File: src/rtl/pht_predictor.sv
// Gshare pattern history table with 2-bit saturating counters and an in-order
// in-flight FIFO that carries {index, prediction} from fetch to branch resolution.
module pht_predictor #(
  parameter int IWIDTH = 6,
  parameter int HWIDTH = 6,
  parameter int DEPTH  = 4
) (
  input  logic                     clk,
  input  logic                     reset,
  input  logic                     en,
  input  logic                     lookup_valid,
  input  logic [IWIDTH-1:0]        pc_index,
  input  logic [HWIDTH-1:0]        history,
  output logic                     lookup_ready,
  output logic                     predict_taken,
  input  logic                     resolve_valid,
  input  logic                     resolve_taken,
  input  logic                     flush,
  output logic                     mispredict,
  output logic [$clog2(DEPTH):0]   inflight
);

  localparam int PW       = $clog2(DEPTH);
  localparam int PHT_SIZE = 2 ** HWIDTH;
  localparam logic [PW:0] FULL_COUNT = (PW + 1)'(DEPTH);

  logic [1:0]        pht_reg [PHT_SIZE];
  logic [HWIDTH-1:0] fifo_idx_reg [DEPTH];
  logic              fifo_pred_reg [DEPTH];
  logic [PW-1:0]     rd_ptr_reg;
  logic [PW-1:0]     wr_ptr_reg;
  logic [PW:0]       count_reg;

  logic [HWIDTH-1:0] pc_fold;
  logic [HWIDTH-1:0] pidx;
  logic [HWIDTH-1:0] head_idx;
  logic              head_pred;
  logic [1:0]        head_ctr;
  logic [1:0]        ctr_next;
  logic              push;
  logic              push_commit;
  logic              pop;
  logic              flush_act;

  // Fit the pc index to the table width before hashing with history.
  generate
    if (IWIDTH >= HWIDTH) begin : g_trunc
      assign pc_fold = pc_index[HWIDTH-1:0];
    end else begin : g_zext
      assign pc_fold = {{(HWIDTH - IWIDTH){1'b0}}, pc_index};
    end
  endgenerate

  assign pidx          = history ^ pc_fold;
  assign predict_taken = pht_reg[pidx][1];
  assign lookup_ready  = (count_reg != FULL_COUNT);
  assign inflight      = count_reg;

  assign head_idx  = fifo_idx_reg[rd_ptr_reg];
  assign head_pred = fifo_pred_reg[rd_ptr_reg];
  assign head_ctr  = pht_reg[head_idx];

  assign flush_act   = en & flush;
  assign push        = en & lookup_valid & lookup_ready;
  assign push_commit = push & ~flush_act;
  assign pop         = en & resolve_valid & (count_reg != '0);
  assign mispredict  = pop & (resolve_taken != head_pred);

  always_comb begin
    ctr_next = head_ctr;
    if (resolve_taken) begin
      if (head_ctr != 2'b11) ctr_next = head_ctr + 2'b01;
    end else begin
      if (head_ctr != 2'b00) ctr_next = head_ctr - 2'b01;
    end
  end

  always_ff @(posedge clk or negedge reset) begin
    if (!reset) begin
      for (int i = 0; i < PHT_SIZE; i++) pht_reg[i] <= 2'b01;
    end else if (pop) begin
      pht_reg[head_idx] <= ctr_next;
    end
  end

  // Payload needs no reset: entries are only read while counted as in flight.
  always_ff @(posedge clk) begin
    if (push_commit) begin
      fifo_idx_reg[wr_ptr_reg]  <= pidx;
      fifo_pred_reg[wr_ptr_reg] <= predict_taken;
    end
  end

  always_ff @(posedge clk or negedge reset) begin
    if (!reset) begin
      rd_ptr_reg <= '0;
      wr_ptr_reg <= '0;
      count_reg  <= '0;
    end else if (flush_act) begin
      rd_ptr_reg <= wr_ptr_reg;
      count_reg  <= '0;
    end else begin
      if (push_commit) wr_ptr_reg <= wr_ptr_reg + 1'b1;
      if (pop)         rd_ptr_reg <= rd_ptr_reg + 1'b1;
      case ({push_commit, pop})
        2'b10:   count_reg <= count_reg + 1'b1;
        2'b01:   count_reg <= count_reg - 1'b1;
        default: count_reg <= count_reg;
      endcase
    end
  end

endmodule

File: config.mk
export PLATFORM = sky130hd
export DESIGN_NAME = pht_predictor
export DESIGN_NICKNAME = d
export VERILOG_FILES = /design/src/rtl/pht_predictor.sv
export SDC_FILE = /design/constraint.sdc
export NUM_CORES = 1
export LEC_CHECK = 0
export CORE_MARGIN = 8
export CORE_UTILIZATION = 62
export CTS_CLUSTER_SIZE = 24
export DETAILED_ROUTE_END_ITERATION = 12
export PLACE_DENSITY_LB_ADDON = 0.05
export SLEW_MARGIN = 20
export SYNTH_ARGS = -nofsm -noshare
export SYNTH_HDL_FRONTEND = slang
export SYNTH_SLANG_ARGS = --single-unit
File: constraint.sdc
create_clock -name clk -period 3.8 [get_ports clk]
set_input_delay 0.38 -clock clk [delete_from_list [all_inputs] [get_ports clk]]
set_output_delay 0.38 -clock clk [all_outputs]
set_load 0.03 [all_outputs]
## Word level (Yosys, flattened, before mapping)

Memories as Yosys holds them, arrays and structs flattened.
Index checks and enable logic that the tools add are counted.

- Reductions and logical operators: 6
- Bitwise logic cells: 11
- $add $sub $neg: 6
- Multiplexer cells: 18
- Equality and inequality tests: 5
- Order comparisons: 3

Operators by type and width:

| cell | count |
|---|---|
| 128-bit bitwise mux | 1 |
| 2-bit binary-select mux with 6-bit select | 2 |
| 2-bit two-way mux | 10 |
| 7-bit greater-or-equal comparator, second input constant | 2 |
| 6-bit NOT with 7-bit output | 2 |
| 2-bit demux with 6-bit select | 1 |
| 1-bit bitwise AND | 7 |
| 7-bit by 1-bit less-than comparator with 1-bit output, second input constant | 1 |
| 2-bit by 1-bit adder with 2-bit output, second input constant | 3 |
| 3-bit case mux with 2 select lines | 1 |
| 3-bit nonzero test | 2 |
| 6-bit bitwise XOR | 1 |
| 2-bit nonzero test | 2 |
| 3-bit by 1-bit adder with 3-bit output, second input constant | 1 |
| 3-bit two-way mux | 1 |
| 3-bit != test, second input constant | 1 |
| 3-bit by 1-bit subtractor with 3-bit output, second input constant | 1 |
| 2-bit by 1-bit equality test with 1-bit output, second input constant | 1 |
| 2-bit equality test, second input constant | 1 |
| 1-bit two-way mux | 2 |
| 2-bit != test, second input constant | 1 |
| 2-bit AND reduction | 1 |
| 2-bit by 1-bit subtractor with 2-bit output, second input constant | 1 |
| 1-bit logical AND | 1 |
| other kinds (2) | 2 |

- Input bits: 19
- Register bits after elaboration: 135
- Memory bits (writable): 28
- Memories kept: 2
- Output and inout bits: 6

Memory list:

| memory | words | width | read ports | clocked after Yosys merged registers in | write ports | RTL line | source |
|---|---|---|---|---|---|---|---|
| fifo_idx_reg | 4 | 6 | 1 | 0 | 1 | 28 | `logic [HWIDTH-1:0] fifo_idx_reg [DEPTH];` |
| fifo_pred_reg | 4 | 1 | 1 | 0 | 1 | 29 | `logic fifo_pred_reg [DEPTH];` |

## Longest topological paths before layout

Gate-level depths: netlist (run 1).
An unclocked memory read counts as a cell.

- Depth in word-level cells: 9
- Gate-level depth with buffers: 12
- Mapped depth without buffers: 9

## Worst setup path after synthesis (run 1)

OpenSTA, ideal clock, no wires.

- Kind: input to output
- Start: input port pc_index[0]
- End: output port predict_taken
- Arrival time: 3.098 ns
- Setup slack: 0.322 ns
- Stages on the path: 6
- Path through: xor2_1 -> clkbuf_1 -> mux4_2 -> mux4_2 -> a211oi_1 -> a21oi_1

- Word-level cells in the longest chain between the ends: 5

Ends and longest elaborated chain:

| item | RTL line | source |
|---|---|---|
| from (decl) | 12 | `input logic [IWIDTH-1:0] pc_index,` |
| 6-bit bitwise XOR | 54 | `assign pidx = history ^ pc_fold;` |
| net pidx[0] | 35 | `logic [HWIDTH-1:0] pidx;` |
| 6-bit NOT with 7-bit output (implied by the code) | 55 | `assign predict_taken = pht_reg[pidx][1];` |
| 2-bit binary-select mux with 6-bit select | 55 |  |
| 2-bit two-way mux (implied by the code) (2 in a row) | 55 |  |
| to (decl) | 15 | `output logic predict_taken,` |

The timed path passes the listed nets, and every way through them passes these cells. The select of a mux whose other input is x is not followed.

## Worst setup path after layout (run 1)

- Start: register rd_ptr_reg[0]
- End: register pht_reg[19] (netlist bit)

- Word-level cells in the longest chain between the ends: 9

Ends and longest elaborated chain:

| item | RTL line | source |
|---|---|---|
| from (decl) | 30 | `logic [PW-1:0] rd_ptr_reg;` |
| from (signal assigned) | 100 | `rd_ptr_reg <= wr_ptr_reg;` |
| from (signal assigned) | 104 | `if (pop) rd_ptr_reg <= rd_ptr_reg + 1'b1;` |
| memory read 4 x 6 bit (*) | - |  |
| 6-bit NOT with 7-bit output (implied by the code) (*) | 61, 82 |  |
| 2-bit binary-select mux with 6-bit select | 61 | `assign head_ctr = pht_reg[head_idx];` |
| 2-bit two-way mux (implied by the code) (2 in a row) | 61 |  |
| 2-bit by 1-bit subtractor with 2-bit output, or another cell as far along | 74 | `if (head_ctr != 2'b00) ctr_next = head_ctr - 2'b01;` |
| 2-bit two-way mux (on tied branches) | 74, 72 |  |
| 2-bit two-way mux | 71 | `if (resolve_taken) begin` |
| 128-bit bitwise mux (*) | 82 | `pht_reg[head_idx] <= ctr_next;` |
| to (signal, indexed assignment) | 82 |  |
| to (decl) | 27 | `logic [1:0] pht_reg [PHT_SIZE];` |

Mark *: on every way between the ends. The rest lies on a longest branch, timed or not. The select of a mux whose other input is x is not followed.
A chain may end at the register's enable or synchronous reset.

==> flow_summary.toml, run 1 <==
[timing]
fmax_mhz = 270.9
drv_slew = 0
min_period_over_period = 0.9714
tightest_slew_ns = 0.9890
rsz0062_at_grt = "false"
skew_ns = 0.007601
setup_violations = 0
max_slew_margin = 0.3407
hold_viol = 0
min_period_ns = 3.691
setup_ws_ns = 0.1088
hold_slack_ns = 0.09718

[yosys]
ys_warn_count = 0
synth_edf_count = 28
synth_area_um2 = 8399
synthSimpleGateAreaFrac = 0.1357
synth-xor-area-share = 0.01043
synth_top_family_by_area = "compound AO/OA/AOI/OAI gates"
async_flop_share = 0.8282
syn-num-nets = 814
synth_compound_area_frac = 0.1727
synthMuxAreaShare = 0.1238
synthAdderAreaFrac = 0.008342
synth-seq-area-share = 0.5118
yosysUniqueCellTypes = 58
synth_seq_cells = 163
synth_flop_cell = "dfrtp_1"
synth_area_per_cell_um2 = 10.63
synthCells = 790

[placed_design]
portBuffers = 24
place_ws_ns = -0.06944
place.gp.congestion = 0.9644
dpl_cell_area_um2 = 9057
hpwl_um = 16650

[drt]
drt-total-wl_um = 25480
via_count = 7254
drc_errors = 0
vias_per_cell = 7.126
ant_nets = 0
drtPass1Iterations = 6
wire_per_inst_um = 25.03
drtIter0Drc = 963

[setup_path]
start_kind = "flop"
cp_slowest_cell = "mux4_2"
path_max_fanout = 32
worstPathCellList = "mux4_2 -> buf_4 -> mux2i_1 -> o22ai_1 -> a311oi_1 -> o22ai_1 -> or4_4 -> o31ai_4 -> buf_4 -> buf_12 -> a31oi_1"
critPathArrivalTime_ns = 3.99
worst_setup_path_end_kind = "flop"
required_ns = 4.10
cpPeakStageDelay_ns = 0.68
crit_type = "flop to flop"
critPathTopFamily = "compound AO/OA/AOI/OAI gates"
cp_num_buf_inv = 3

[grt]
grt_max_degree = 77
grt_pass1_wl_um = 39310
globalRouteOverflowTotal = 0
antenna_found_initial = 0
grt_use_total = 0.2857
grt_pass1_vias = 6984

[power]
ir_drop_mv = 0.3805
power_density_nw_per_um2 = 792.4
power.leakage_uw = 0.003775

[die]
core_um2 = 13240
dieArea_um2 = 17530
die_w_um = 132.4
rows = 42
die_h_um = 132.4
top_level_ports = 25
start_util = 0.6343

[clock_tree]
cts_tree = "done"
h-tree-depth = 4
clk_latency_ns = 0.43
clockBufferDepth = 2
clock_sinks = 163
cts_made_buffers = 17
clkTransAtPathRegs_ns = 0.06
cts-root-buf = "clkbuf_16"

[outcome]
status = "finished, final reports clean"

[cells_and_area]
largest_register_ffs = 128
antenna_cells = 0
fin_area_um2 = 9784
final_net_count = 853
area_delta_synth_final_pct = 16.49
drive_gt1_frac = 0.2304
final_core_util = 0.7389

[job]
cap_violations = 0

[worst_hold_path]
hold_path_class = "primary input to asynchronous set/reset pin"
worst paths after layout:
kind | to | startpoint | slack (ns) | cells past startpoint
worst min register to register | pht_reg[44]$_DFFE_PN1P_ | pht_reg[44]$_DFFE_PN1P_ | 0.50 | 2
worst max-delay path | pht_reg[19]$_DFFE_PN0P_ | rd_ptr_reg[0]$_DFFE_PN0P_ | 0.11 | 11
max in group asynchronous | pht_reg[126]$_DFFE_PN1P_ | reset | 2.79 | 2
min in group clk | pht_reg[44]$_DFFE_PN1P_ | pht_reg[44]$_DFFE_PN1P_ | 0.50 | 2
worst min-delay path | rd_ptr_reg[0]$_DFFE_PN0P_ | reset | 0.1 | 1
worst max register to register | pht_reg[19]$_DFFE_PN0P_ | rd_ptr_reg[0]$_DFFE_PN0P_ | 0.11 | 11
synthesized netlist by cell type, drive strengths merged, types with 7 or more instances:
library cell	n	area [um^2]
a221oi	8	70.07
xor2	7	61.31
buf	37	226.5
nand2	21	78.83
nor2b	8	50.05
dfstp	64	1682
a22oi	16	120.1
a21oi	9	45.04
edfxtp	28	840.8
mux2i	24	240.2
nand3	7	35.03
clkbuf	17	63.81
mux4	29	653.1
a31oi	130	813.3
nor3	9	45.04
mux2	13	146.4
dfrtp	71	1777
nor2	208	780.8
o22ai	10	62.56
stage by stage:
step                TNS [ns]  cells  power, uW
finish                     0   1018       7753
global route               0   1018       8047
CTS                        0   1010       7485
detailed placement  -0.06944    978       5729
global placement           0    978       5639
floorplan                  0    790       4554
layout make-up:
cell class / instances / area [um^2]
Sequential cell: 163 / 4300
Multi-Input combinational cell: 568 / 3860
Fill cell: 913 / 3458
Timing Repair Buffer: 73 / 777.0
Clock buffer: 25 / 506.7
Tap cell: 176 / 220.2
Clock inverter: 7 / 93.84
Inverter: 6 / 26.28
cell families (layout without fill, tap and decap cells):
kind of cell / after synthesis / count (layout)
AO/OA/AOI/OAI: 212 / 212
XOR/XNOR: 10 / 10
adder cells (fa/ha/maj): 5 / 5
buffers and inverters: 60 / 111
flip-flops: 163 / 163
multiplexers: 66 / 67
AND/OR/NAND/NOR: 274 / 274
power breakdown:
group | switching (uW) | total [uW] | internal (uW)
combinational | 2170 | 3500 | 1340
clock | 688 | 1750 | 1060
sequential | 306 | 2500 | 2200
cells in the final DEF, fill, tap and decap left out, types with 3 or more instances in the layout:
master and count:
nor2_1 208, a31oi_1 130, dfrtp_1 70, dfstp_2 64, buf_4 37, mux4_2 29
edfxtp_1 28, mux2i_1 24, clkdlybuf4s50_1 22, nand2_1 21, clkbuf_16 20, a22oi_1 16
mux2_2 11, buf_12 11, o22ai_1 10, a21oi_1 9, nor3_1 9, a221oi_1 8
nor2b_1 7, nand3_1 7, and2_1 6, xor2_1 5, inv_1 5, a211oi_1 4
o21ai_0 4, nand3b_1 4, ha_1 4, clkbuf_1 4, xnor2_1 3, nand2b_1 3
o32ai_1 3, a22o_1 3, clkbuf_8 3
metal layers:
metal / GRT usage / wire length (um) / up-vias
met5: 0 / 0 / -
met4: 0.1382 / 1045 / 0
met3: 0.06898 / 2586 / 103
met2: 0.4417 / 11980 / 484
met1: 0.3708 / 9874 / 3595
li1: - / - / 3072
what timing repair did:
action / 4_1_cts / 5_1_grt
cloned: 0 / 3
hold buffers: 0 / 0
setup endpoints to repair: 2 / 127
gates resized for setup: 2 / 4
buffers inserted: 0 / 5
pin swaps: 0 / 2
(Power assumes the default switching activity.)
==> run 2, diff against run 1 <==
Settings changed: CORE_UTILIZATION 62 to 45.
==> run 2 against run 1 <==
Total power grew 0.69%. Clock power shrank 3%. Worst hold slack got worse by 0.054 ns. Clock skew up 0.0021 ns. Highest routed layer unchanged. First-iteration DRC count is 35% lower. Non-clock buffer count rose by 1. Count of clock-buffer cells in the layout shrank 8. Largest power group unchanged. Utilization down 21 points. Critical endpoint is now pht_reg[71]$_DFFE_PN0P_. Sequential power about the same. Combinational power up 3%.
==> flow_summary.toml, run 2 (same netlist as run 1, synthesis figures left out) <==
[outcome]
status = "finished, final reports clean"

[worst_hold_path]
hold_path_class = "primary input to asynchronous set/reset pin"

[drt]
drt-total-wl_um = 27280
via_count = 6911
wire_per_inst_um = 25.32
drtPass1Iterations = 5
drc_errors = 0
ant_nets = 0
drtIter0Drc = 624
vias_per_cell = 6.417

[placed_design]
portBuffers = 24
place.gp.congestion = 0.9213
hpwl_um = 17880

[timing]
skew_ns = 0.009654
hold_viol = 0
max_slew_margin = 0.3683
tightest_slew_ns = 0.9408
fmax_mhz = 269.2
min_period_ns = 3.715
hold_slack_ns = 0.04287
min_period_over_period = 0.9775
drv_slew = 0
setup_violations = 0

[job]
cap_violations = 0

[clock_tree]
clock_sinks = 163
cts_tree = "done"
clkTransAtPathRegs_ns = 0.07
clockBufferDepth = 2
clk_latency_ns = 0.43
cts_made_buffers = 17
cts-root-buf = "clkbuf_16"
h-tree-depth = 4

[grt]
grt_pass1_wl_um = 40630
globalRouteOverflowTotal = 0
grt_max_degree = 111
grt_pass1_vias = 6769
antenna_found_initial = 0
grt_use_total = 0.2270

[setup_path]
crit_type = "flop to flop"
start_kind = "flop"
rr_worst_depth = 11
path_max_fanout = 32
critPathArrivalTime_ns = 4.01
timing.rr.start = "fifo_idx_reg[3][1]$_DFFE_PP_"
startpoint = "fifo_idx_reg[3][1]$_DFFE_PP_"
worst_setup_path_end_kind = "flop"
required_ns = 4.10

[die]
rows = 50
die_w_um = 152.6
dieArea_um2 = 23290
top_level_ports = 25
start_util = 0.4536
die_h_um = 152.6
core_um2 = 18520

[power]
power.leakage_uw = 0.003752
ir_drop_mv = 0.6206
power_density_nw_per_um2 = 792.8

[cells_and_area]
layout_commonest_cell = "nor2_1"
antenna_cells = 0
final_net_count = 854
area_delta_synth_final_pct = 17.24
largest_register_ffs = 128
drive_gt1_frac = 0.2444
final_core_util = 0.5318
final_cell_mix = "nor2_1 (208), a31oi_1 (130), dfrtp_1 (69), dfstp_2 (64), buf_4 (37)"
run 2: cell type report:
| type | instances | area, um^2 |
|---|---|---|
| multi-input combinational | 568 | 3879 |
| fill | 1645 | 8671 |
| clock buffer | 17 | 425.4 |
| sequential | 163 | 4302 |
| clock inverter | 15 | 150.1 |
| tap | 234 | 292.8 |
| inverter | 6 | 26.28 |
| timing repair buffer | 74 | 772.0 |
run 2: final timing paths:
path                                            to  slack, ns
hold reg to reg             pht_reg[2]$_DFFE_PN1P_       0.50
min in group clk            pht_reg[2]$_DFFE_PN1P_       0.50
setup reg to reg           pht_reg[71]$_DFFE_PN0P_       0.09
max in group asynchronous  pht_reg[22]$_DFFE_PN1P_       2.75
setup / recovery           pht_reg[71]$_DFFE_PN0P_       0.09
hold / removal             inflight[0]$_DFFE_PN0P_       0.04
run 2: worst max-delay path, cell delays in order (launching register included):
cell      delay, ns
edfxtp_1       0.45
mux4_2         0.66
buf_4          0.23
mux2_2         0.28
a221oi_1       0.28
o22a_1         0.24
o22ai_1        0.11
or4_4          0.55
o31ai_4        0.25
buf_4          0.17
buf_12         0.21
a31oi_1        0.12
run 2: routing by layer:
| metal | vias to the layer above | global-route usage | wire length (um) |
|---|---|---|---|
| met4 | 0 | 0.08200 | 883 |
| met5 | - | 0 | 0 |
| met3 | 69 | 0.05048 | 2116 |
| met2 | 313 | 0.3571 | 12630 |
| li1 | 3058 | - | - |
| met1 | 3471 | 0.3031 | 11640 |
run 2: timing repair:
action	4_1_cts	5_1_grt
pin swaps	0	1
cloned	0	3
setup buffers	0	3
hold buffers	0	0
gates resized for setup	1	17
endpoints found under the setup margin	1	91
run 2: stage by stage:
step	worst slack [ns]	total power [uW]	setup TNS [ns]	std cells	area, um^2
finish	0.08549	7807	0	1077	9847
global route	-0.002781	8155	-0.005437	1077	9847
CTS	0.01185	7573	0	1071	9718
detailed placement	-0.005477	5875	-0.005477	1039	9144
global placement	0.02455	5807	0	1039	9144
floorplan	0.3222	4554	0	790	8399
run 2: power breakdown:
| group | leakage [uW] | total (uW) | internal (uW) | switching, uW |
|---|---|---|---|---|
| sequential | 0.00187 | 2500 | 2200 | 306 |
| clock | 0.000283 | 1700 | 923 | 773 |
| combinational | 0.00159 | 3610 | 1360 | 2250 |
| total | 0.00375 | 7810 | 4480 | 3330 |
==> variant 1, RTL diff (settings of run 1) <==
Set the parameter `HWIDTH` to 5 (it was 6).
--- a/src/rtl/pht_predictor.sv
+++ b/src/rtl/pht_predictor.sv
@@ -2,7 +2,7 @@
 // in-flight FIFO that carries {index, prediction} from fetch to branch resolution.
 module pht_predictor #(
   parameter int IWIDTH = 6,
-  parameter int HWIDTH = 6,
+  parameter int HWIDTH = 5,
   parameter int DEPTH  = 4
 ) (
   input  logic                     clk,
Interface: changed (resized history); port bits go from 25 to 24. The function was not compared with the original's and may differ.
==> variant 1 against run 1 <==
Design area shrank 45%. Non-clock buffer count shrank 40. Sequential cell count shrank 68. Power shrank 50%. Area after synthesis shrank 42%. Synthesized cell count shrank 51%. First-iteration DRC count shrank 89%. Register-to-register slack gained 150 ps. Clock power shrank 63%. Combinational power shrank 53%. Worst setup slack gained 75 ps. Wire length shrank 60%. Core utilization shrank 3.9 points.
==> variant 1: results (changes against run 1) <==
[placement]
port-buffer-count=22  ; was 24
gp_congestion=0.852  ; was 0.964

[cells_and_area]
largest_register_ffs=64  ; was 128
final_nets=439  ; was 853

[critical_path]
timing.critical_path.from=history[0]  ; was rd_ptr_reg[0]
rrSetupSlack_ps=260  ; was 110 ps
critical-path-max-stage-delay_ps=610  ; was 680 ps
timing.critical_path.fanout_max=12  ; was 32
timing.critical_path.slowest_stage_cell=clkdlybuf4s50_1  ; was mux4_2
timing.critical_path.to=predict_taken  ; was pht_reg[19]
cp.arrival_ps=3240  ; was 3990 ps
critical-path-top-delay-family=multiplexers  ; was compound AO/OA/AOI/OAI gates
worst-r2r-cell-count=8  ; was 11
r2r_end=pht_reg[34]  ; was pht_reg[19]

[clocking]
clockRootBuffer=clkbuf_8  ; was clkbuf_16
cts.clk_slew.worst_paths_ps=90  ; was 60 ps
cts_made_buffers=9  ; was 17
clock_latency_ps=380  ; was 430 ps
ctsHtreeMaxLevel=3  ; was 4
postCtsResizedCells=0  ; was 2

[route]
detail_route.first_pass.iterations=4  ; was 6
number_of_vias_per_cell=5.97  ; was 7.13
drt-initial-drc-count=109  ; was 963

[grt]
first_global_vias=3141  ; was 6984
grtUsageMet3_pct=3.93  ; was 6.90%
grt_pass1_wl_microns=16500  ; was 39300 microns
grt_start_max_net_pins=43  ; was 77
grt_util_met2_pct=30.5  ; was 44.2%
met1_usage_pct=24.7  ; was 37.1%

[logic_synthesis]
synth_commonest_cells=nand2_1, mux2i_1, dfrtp_1  ; was nor2_1, a31oi_1, dfrtp_1
synthTopCellsByArea=dfrtp_1, dfstp_2, edfxtp_1  ; unchanged
synthArstFlopShare_pct=74.7  ; was 82.8%
post_synth_num_cell_types=39  ; was 58
synth.yosys.seq_area_share_pct=52.2  ; was 51.2%
number_of_enable_flip_flop_cells_after_synthesis=24  ; was 28
synthesized_netlist_net_count=412  ; was 814

[status]
run_status=finished, final reports clean  ; unchanged

[sta]
clock-skew-final_ps=8.65  ; was 7.60 ps
max_clock_freq_mhz=277  ; was 271 MHz
worstMarginPinSlew_ps=935  ; was 989 ps

[pwr]
ir_worst_vdd_mv=0.483  ; was 0.381 mV
power.static_leakage_uw=0.00220  ; was 0.00377 uW

[variant 1: logic make-up after synthesis]
kind of cell,after synthesis,share of synthesized area (%)
multiplexers,101,25.8
adder cells (fa/ha/maj),7,1.90
XOR/XNOR,12,2.16
AO/OA/AOI/OAI,44,4.92
flip-flops,95,52.2
AND/OR/NAND/NOR,104,9.55
buffers and inverters,26,3.53
[variant 1: through the flow]
step | instance area [sq um] | power, uW | cells | utilization, % | hold slack, ps
floorplan | 4860 | 2910 | 389 | - | 84.4
global placement | 5160 | 3190 | 507 | 67.5 | 486
detailed placement | 5160 | 3240 | 507 | 67.5 | 492
CTS | 5350 | 3880 | 523 | 70.0 | 179
global route | 5350 | 4090 | 523 | 70.0 | 229
finish | 5350 | 3870 | 523 | 70.0 | 144
[variant 1: metal layers]
metal | share of wire (%) | wire, microns | vias up
li1 | - | - | 1445
met1 | 44 | 4420 | 1570
met2 | 48 | 4850 | 91
met3 | 6.5 | 659 | 14
met4 | 1.9 | 188 | 0
met5 | 0 | 0 | -
[variant 1: worst register-to-register path, delay by kind of cell, from the launching register on]
kind | cells | cell delay (ps)
AO/OA/AOI/OAI | 1 | 140
AND/OR/NAND/NOR | 1 | 560
flip-flops | 1 | 460
buffers and inverters | 1 | 280
multiplexers | 4 | 1480
adder cells (fa/ha/maj) | 1 | 550
[variant 1: area by class of cell]
cell class / instances / area [sq um]
fill: 527 / 2300
sequential: 95 / 2540
clock inverter: 7 / 63.8
clock buffer: 9 / 124
timing repair buffer: 33 / 310
tap: 102 / 128
inverter: 9 / 33.8
multi-input combinational: 268 / 2150
[variant 1: where the power goes]
part / internal (uW) / total [uW] / switching [uW]
logic: 687 / 1660 / 973
registers: 1390 / 1570 / 180
clock network: 252 / 640 / 388
total: 2330 / 3870 / 1540
==> variant 2, RTL diff (config.mk and constraints of run 1) <==
Made on the original files. Reset style: synchronous (`reset`), changed in 2 clocked blocks.
--- a/src/rtl/pht_predictor.sv
+++ b/src/rtl/pht_predictor.sv
@@ -75,7 +75,7 @@
     end
   end
 
-  always_ff @(posedge clk or negedge reset) begin
+  always_ff @(posedge clk) begin
     if (!reset) begin
       for (int i = 0; i < PHT_SIZE; i++) pht_reg[i] <= 2'b01;
     end else if (pop) begin
@@ -91,7 +91,7 @@
     end
   end
 
-  always_ff @(posedge clk or negedge reset) begin
+  always_ff @(posedge clk) begin
     if (!reset) begin
       rd_ptr_reg <= '0;
       wr_ptr_reg <= '0;
Check against the original RTL: differs if reset is asserted again (counterexample within 4 cycles, from zero or initial values and one cycle with reset low); with reset held inactive, the same outputs for 4 cycles.
==> variant 2 against run 1 <==
Wire length shrank 8.8%. Fmax rose by 1.5%. Sequential cell count up 2. Final cell count shrank 5.7%. Area after synthesis increased by 3.8%. Design area rose by 1.2%. Sequential share of layout area is 5.2 points higher. Worst setup slack gained 54 ps. Critical endpoint is now pht_reg[15][0]. Highest routed layer unchanged.
Power is not compared: it rests on default switching activity, and its combinational part moved more than twofold at a synthesized area within 25%.
==> variant 2: results (changes against run 1) <==
[status]
run_status=finished, final reports clean  ; unchanged

[logic_synthesis]
synth-compound-area-share_pct=7.69  ; was 17.3%
synth.yosys.seq_area_share_pct=55.8  ; was 51.2%
post_synth_num_cell_types=55  ; was 58
synthAdderAreaFrac_pct=1.19  ; was 0.834%
synth-xor-area-share_pct=1.21  ; was 1.04%
yosys.cell_count.top_type=edfxtp_1  ; was nor2_1
synthTopCellsByArea=edfxtp_1, mux4_2, nand2_1  ; was dfrtp_1, dfstp_2, edfxtp_1
synthesized_netlist_net_count=767  ; was 814
synth_commonest_cells=edfxtp_1, nand2_1, nor2_1  ; was nor2_1, a31oi_1, dfrtp_1
yosys-mux-area-fraction_pct=13.3  ; was 12.4%
number_of_enable_flip_flop_cells_after_synthesis=156  ; was 28
synthArstFlopShare_pct=0  ; was 82.8%

[critical_path]
r2r_end=pht_reg[15][0]  ; was pht_reg[19]
rrSetupSlack_ps=160  ; was 110 ps
critical-path-max-stage-delay_ps=560  ; was 680 ps
cp.arrival_ps=3930  ; was 3990 ps
worst-r2r-cell-count=10  ; was 11
r2r-start=fifo_idx_reg[1][1]  ; was rd_ptr_reg[0]
timing.critical_path.fanout_max=35  ; was 32

[grt]
track_usage_pct=26.4  ; was 28.6%
grt_start_max_net_pins=36  ; was 77
grt_pass1_wl_microns=35900  ; was 39300 microns
first_global_vias=6292  ; was 6984

[route]
drt-initial-drc-count=910  ; was 963
wl_met2_microns=11300  ; was 12000 microns
met3WireLength_microns=2390  ; was 2590 microns
number_of_vias_per_cell=6.74  ; was 7.13
totalWireLength_microns=23200  ; was 25500 microns
met1_wl_microns=8900  ; was 9870 microns
detail_route.first_pass.iterations=8  ; was 6

[cells_and_area]
final_nets=792  ; was 853
post_layout_instance_area_sq_um=9900  ; was 9780 sq um
fillers=952  ; was 913
drive_gt1_share_pct=17.6  ; was 23.0%

[sta]
relSlewSlack_pct=51.4  ; was 34.1%
clock-skew-final_ps=13.4  ; was 7.60 ps
tightest_hold_margin_ps=562  ; was 97.2 ps

[placement]
detailed_place_hpwl_microns=16400  ; was 16700 microns
gp_congestion=0.977  ; was 0.964
placed_cell_area_sq_um=9280  ; was 9060 sq um

[min_path]
hold_class=in2reg  ; was in2async

[clocking]
cts_post_setup_buffers_inserted=0  ; unchanged

-- variant 2: worst max-delay path by stage --
stage,endpoint,slack [ps],depth (start not counted)
2_1_floorplan,predict_taken,320,6
3_3_place_gp,predict_taken,50,9
3_5_place_dp,predict_taken,-30,9
4_1_cts,predict_taken,150,9
5_1_grt,pht_reg[53][0],9,12
6_report,pht_reg[15][0],160,10
-- variant 2: timing repair --
item                       CTS  global route
resized for setup            1             0
hold buffers                 0             0
setup endpoints to repair    1             0
-- variant 2: logic make-up after synthesis --
| kind of cell | count (synthesis) |
|---|---|
| fa+ha+maj | 8 |
| buf+inv | 74 |
| xor+xnor | 12 |
| compound gates | 91 |
| simple gates | 314 |
| flops | 165 |
| mux | 78 |
-- variant 2: cell type report --
class / instances / area share, %
inverters: 9 / 0.341
repair buffers: 71 / 6.56
clock buffers: 18 / 4.34
well taps: 180 / 2.28
flip-flops and latches: 165 / 49.1
multi-input cells: 503 / 35.4
clock inverters: 14 / 1.93
-- variant 2: report_power, final --
group,switching [uW],total (uW),internal [uW]
Clock,751,1810,1060
Sequential,32.0,2050,2020
Combinational,444,718,274
Total,1230,4580,3350
-- variant 2: metal layers --
layer  GRT usage [%]  up-vias
met5               0        -
met4            11.0        0
met3            5.53       52
met2            42.4      425
met1            34.1     3178
li1                -     2817
-- variant 2: critical path, delay by kind of cell, from the launching register on --
kind                       cells  cell delay [ps]
and+or+nand+nor                3             1010
adders and majority gates      1              360
muxes                          1              560
buffers and inverters          2              460
AOI/OAI and AO/OA              3              660
DFF                            1              420
-- variant 2: per-stage QoR --
stage	setup WS [ps]	std cells
4_1_cts	155	960
3_5_place_dp	-31.7	928
2_1_floorplan	322	742
5_1_grt	8.59	960
6_report	163	960
3_3_place_gp	48.1	928
